===== src/rtl/seq_booth_mult.sv =====
// seq_booth_mult: sequential radix-2 Booth multiplier, signed or unsigned operands.
//
// Runs WIDTH+1 add/sub-and-shift steps on operands extended to WIDTH+1 bits,
// so one datapath handles both two's-complement and unsigned inputs.
//
// Ports
//   clk        system clock, rising edge
//   rst        synchronous active-high reset
//   start      request, sampled only in IDLE
//   is_signed  1 = two's-complement operands, 0 = unsigned (sampled with start)
//   a          multiplicand (sampled with start)
//   b          multiplier (sampled with start)
//   busy       high while in RUN
//   done       one-cycle pulse when product is updated
//   product    result register, holds until the next completion
//
// state  | meaning
// -------+--------------------------------------------------------
// S_IDLE | waiting for start; done may pulse here after completion
// S_RUN  | one Booth step per cycle, count steps remaining
module seq_booth_mult #(
    parameter int WIDTH = 6
) (
    input  logic                 clk,
    input  logic                 rst,
    input  logic                 start,
    input  logic                 is_signed,
    input  logic [WIDTH-1:0]     a,
    input  logic [WIDTH-1:0]     b,
    output logic                 busy,
    output logic                 done,
    output logic [2*WIDTH-1:0]   product
);

    localparam logic [0:0] S_IDLE = 1'b0;
    localparam logic [0:0] S_RUN  = 1'b1;

    localparam int CW = $clog2(WIDTH + 2);

    logic [0:0]        state;
    logic [WIDTH+1:0]  acc;
    logic [WIDTH+1:0]  mcand;
    logic [WIDTH:0]    q;
    logic              q_1;
    logic [CW-1:0]     count;

    logic [WIDTH:0]    ext_a;
    logic [WIDTH:0]    ext_b;
    logic [WIDTH+1:0]  acc_nxt;
    logic [2*WIDTH+2:0] shifted;

    // Extra top bit lets unsigned operands be treated as non-negative signed values.
    assign ext_a = {is_signed & a[WIDTH-1], a};
    assign ext_b = {is_signed & b[WIDTH-1], b};

    always_comb begin
        acc_nxt = acc;
        unique case ({q[0], q_1})
            2'b01:   acc_nxt = acc + mcand;
            2'b10:   acc_nxt = acc - mcand;
            default: acc_nxt = acc;
        endcase
    end

    // Arithmetic right shift of {acc_nxt, q}; the bit shifted out becomes q_1.
    assign shifted = {acc_nxt[WIDTH+1], acc_nxt, q[WIDTH:1]};

    assign busy = (state == S_RUN);

    always_ff @(posedge clk) begin
        if (rst) begin
            state   <= S_IDLE;
            acc     <= '0;
            mcand   <= '0;
            q       <= '0;
            q_1     <= 1'b0;
            count   <= '0;
            done    <= 1'b0;
            product <= '0;
        end else begin
            done <= 1'b0;
            unique case (state)
                S_IDLE: begin
                    if (start) begin
                        mcand <= {ext_a[WIDTH], ext_a};
                        acc   <= '0;
                        q     <= ext_b;
                        q_1   <= 1'b0;
                        count <= CW'(WIDTH + 1);
                        state <= S_RUN;
                    end
                end
                S_RUN: begin
                    acc   <= shifted[2*WIDTH+2:WIDTH+1];
                    q     <= shifted[WIDTH:0];
                    q_1   <= q[0];
                    count <= count - CW'(1);
                    if (count == CW'(1)) begin
                        product <= shifted[2*WIDTH-1:0];
                        done    <= 1'b1;
                        state   <= S_IDLE;
                    end
                end
                default: state <= S_IDLE;
            endcase
        end
    end

endmodule


===== config.mk =====
export PLATFORM = sky130hd
export DESIGN_NAME = seq_booth_mult
export DESIGN_NICKNAME = d
export VERILOG_FILES = /design/src/rtl/seq_booth_mult.sv
export SDC_FILE = /design/constraint.sdc
export NUM_CORES = 1
export LEC_CHECK = 0
export ABC_AREA = 0
export CAP_MARGIN = 20
export CORE_ASPECT_RATIO = 0.8
export CORE_MARGIN = 2
export CORE_UTILIZATION = 50
export DETAILED_ROUTE_END_ITERATION = 8
export GPL_TIMING_DRIVEN = 0
export PLACE_DENSITY = 0.83
export SYNTH_ARGS = -nofsm -noshare
export SYNTH_HDL_FRONTEND = slang
export SYNTH_SLANG_ARGS = --single-unit

===== constraint.sdc =====
create_clock -name clk -period 5.1 [get_ports clk]
set_input_delay 0.765 -clock clk [delete_from_list [all_inputs] [get_ports clk]]
set_output_delay 0.765 -clock clk [all_outputs]
set_load 0.1 [all_outputs]

==> results.cfg <==
[finish]
final_cell_mix = dfxtp_1, nor2_1, clkdlybuf4s50_1
fin_area_um2 = 2460
final_net_count = 294
syn2layout_area_growth_pct = 23.2
antenna_cells = 0
finish.utilization_pct = 64.4
drive_gt1_share_pct = 7.87
final_common_cell = dfxtp_1

[routing]
vias = 1756
wl_per_cell_um = 14.3
dr.first_iter.drc_count = 119
drtAntennaViolNets = 0
routed_wl_mm = 4.60
viasPerCell = 5.45
drc = 0
dr.pass1.iters = 4

[floorplanning]
ioPinCount = 30
initial_utilization_pct = 52.3
rows = 20
dieHeight_um = 60.6
die_area_um2 = 4530
dieWidth_um = 74.7
coreArea_um2 = 3830

[flow_run]
cap_violations = 0

[timing]
grt_setup_unrepaired = no
whs_ns = 0.469
period_share_pct = 50.6
tightest_slew_ns = 0.975
max_freq_mhz = 387
min_period_ns = 2.58
maxSlewHeadroom_pct = 34.8
drv_slew = 0
clock_skew_ns = 0.00859
hold_viol = 0
setup_tns_ns = 0
finalSetupViolCount = 0

[yosys]
ys.flop_type = dfxtp_1
yosysTopAreaCellShare_pct = 39.0
ys_types = 43
synth_cells = 231
ys_async_sr_fraction_pct = 0
ys_ff_latch = 39
yosys.area.top_type = dfxtp_1
synth-edff-count = 0
synth_nets = 259
ys_warn_count = 0
syn_area_um2 = 2000
synth.avg_cell_area_um2 = 8.66
ys_seq_area_share_pct = 39.0
synth_area_leaders = dfxtp_1, nor2_1, ha_1, a21oi_1, mux2i_1

[critical_path]
crit_fanout = 2
crit_slowest_cell = clkdlybuf4s50_1
critical-path-top-delay-family = buffers and inverters
crit_path_end_kind = primary output
cp.arrival_ns = 1.82
path_buf_inv = 1
cp-start-kind = flop
path_class = reg -> out
crit_chain = clkdlybuf4s50_1
max_stage_delay_ns = 1.15
reg2reg_depth = 8
worstSetupPathDepth = 1
cp.required_ns = 4.34

[placed_design]
dp_hpwl_mm = 3.33
port_buffers = 28
place.gp.congestion = 0.860
placed_area_um2 = 2350

[hold_path]
holdPathStages = 1
hp-class = reg -> reg

[clocking]
clockRootBuffer = clkbuf_8
cts_inserted_buffers = 5
post_cts_buffers = 0
cts_buffer_depth = 2
htreeDepth = 2
clock_sinks = 39
post_cts_resized = 0
cts_tree = built
clk_pin_slew_ns = 0.08
cts_hold_buf = 0
worstSkewPairLatency_ns = 0.30

[global_route]
grt_pass1_wl_mm = 7.50
grt_use_met3_pct = 5.32
grt_pass1_vias = 1658
met1_usage_pct = 30.5
grtUsageTotal_pct = 22.2
grt_overflow = 0
grt_max_degree = 15
use_met2_pct = 34.3
antenna_found_initial = 0
grt.busiest_layer = met2

[power]
ir_drop_uv = 166
power.leakage_nw = 0.973
power_density_nw_per_um2 = 319

[outcome]
outcome = complete, no violations
## cell usage after synthesis (5+ instances only)
master,n
o21ai_0,9
mux2i_1,10
a22o_1,8
xnor2_1,6
inv_1,12
dfxtp_1,39
nor2_1,38
a21oi_1,23
nand2_1,8
ha_1,11
a211oi_1,5
nor3_1,7
## kinds of logic after synthesis
group | count (synthesis) | share of synthesized area, %
AO/OA/AOI/OAI | 65 | 22.0
adder cells (fa/ha/maj) | 12 | 7.88
flip-flops | 39 | 39.0
XOR/XNOR | 9 | 3.94
multiplexers | 12 | 6.13
buffers and inverters | 25 | 5.57
AND/OR/NAND/NOR | 69 | 15.5
## per-stage QoR
step / power [W] / instances / worst slack, ns
after floorplan: 0.000475 / 231 / 2.95
after global placement: 0.000517 / 314 / 2.79
after detailed placement: 0.000521 / 314 / 2.76
after CTS: 0.000785 / 322 / 2.53
after global routing: 0.000824 / 322 / 2.49
final: 0.000785 / 322 / 2.52
## sequential cells by signal, indices dropped and copies added, names as in the netlist
register	count
count	3
q_1	1
acc	7
done	1
product	12
mcand	7
q	7
busy	1
## power by group
part	switching, W	total, W	internal [W]	leakage [nW]
Combinational	0.000110	0.000188	0.0000786	0.600
Sequential	0.0000113	0.000330	0.000319	0.318
Clock	0.000120	0.000267	0.000147	0.0548
Total	0.000241	0.000785	0.000545	0.973
## metal layers
metal / vias up / wire [um]
li1: 880 / -
met1: 811 / 2230
met2: 58 / 2060
met3: 7 / 250
met4: 0 / 63
met5: - / 0
## worst paths after layout
| check | startpoint | end | slack, ns |
|---|---|---|---|
| max | product[6]$_SDFFE_PP0P_ | product[6] | 2.52 |
| min | product[10]$_SDFFE_PP0P_ | product[10]$_SDFFE_PP0P_ | 0.47 |
| max reg2reg | mcand[0]$_SDFFE_PP0P_ | acc[3]$_SDFFE_PP0P_ | 2.73 |
| min reg2reg | product[10]$_SDFFE_PP0P_ | product[10]$_SDFFE_PP0P_ | 0.47 |
## layout make-up
class                           count  area (um^2)
Clock inverter                      3         46.3
Fill cell                         326         1360
Sequential cell                    39          781
Multi-Input combinational cell    167         1110
Timing Repair Buffer               28          280
Buffer                             11         58.8
Inverter                           14         52.6
Clock buffer                        5         68.8
Tap cell                           55         68.8
(Power assumes the default switching activity.)
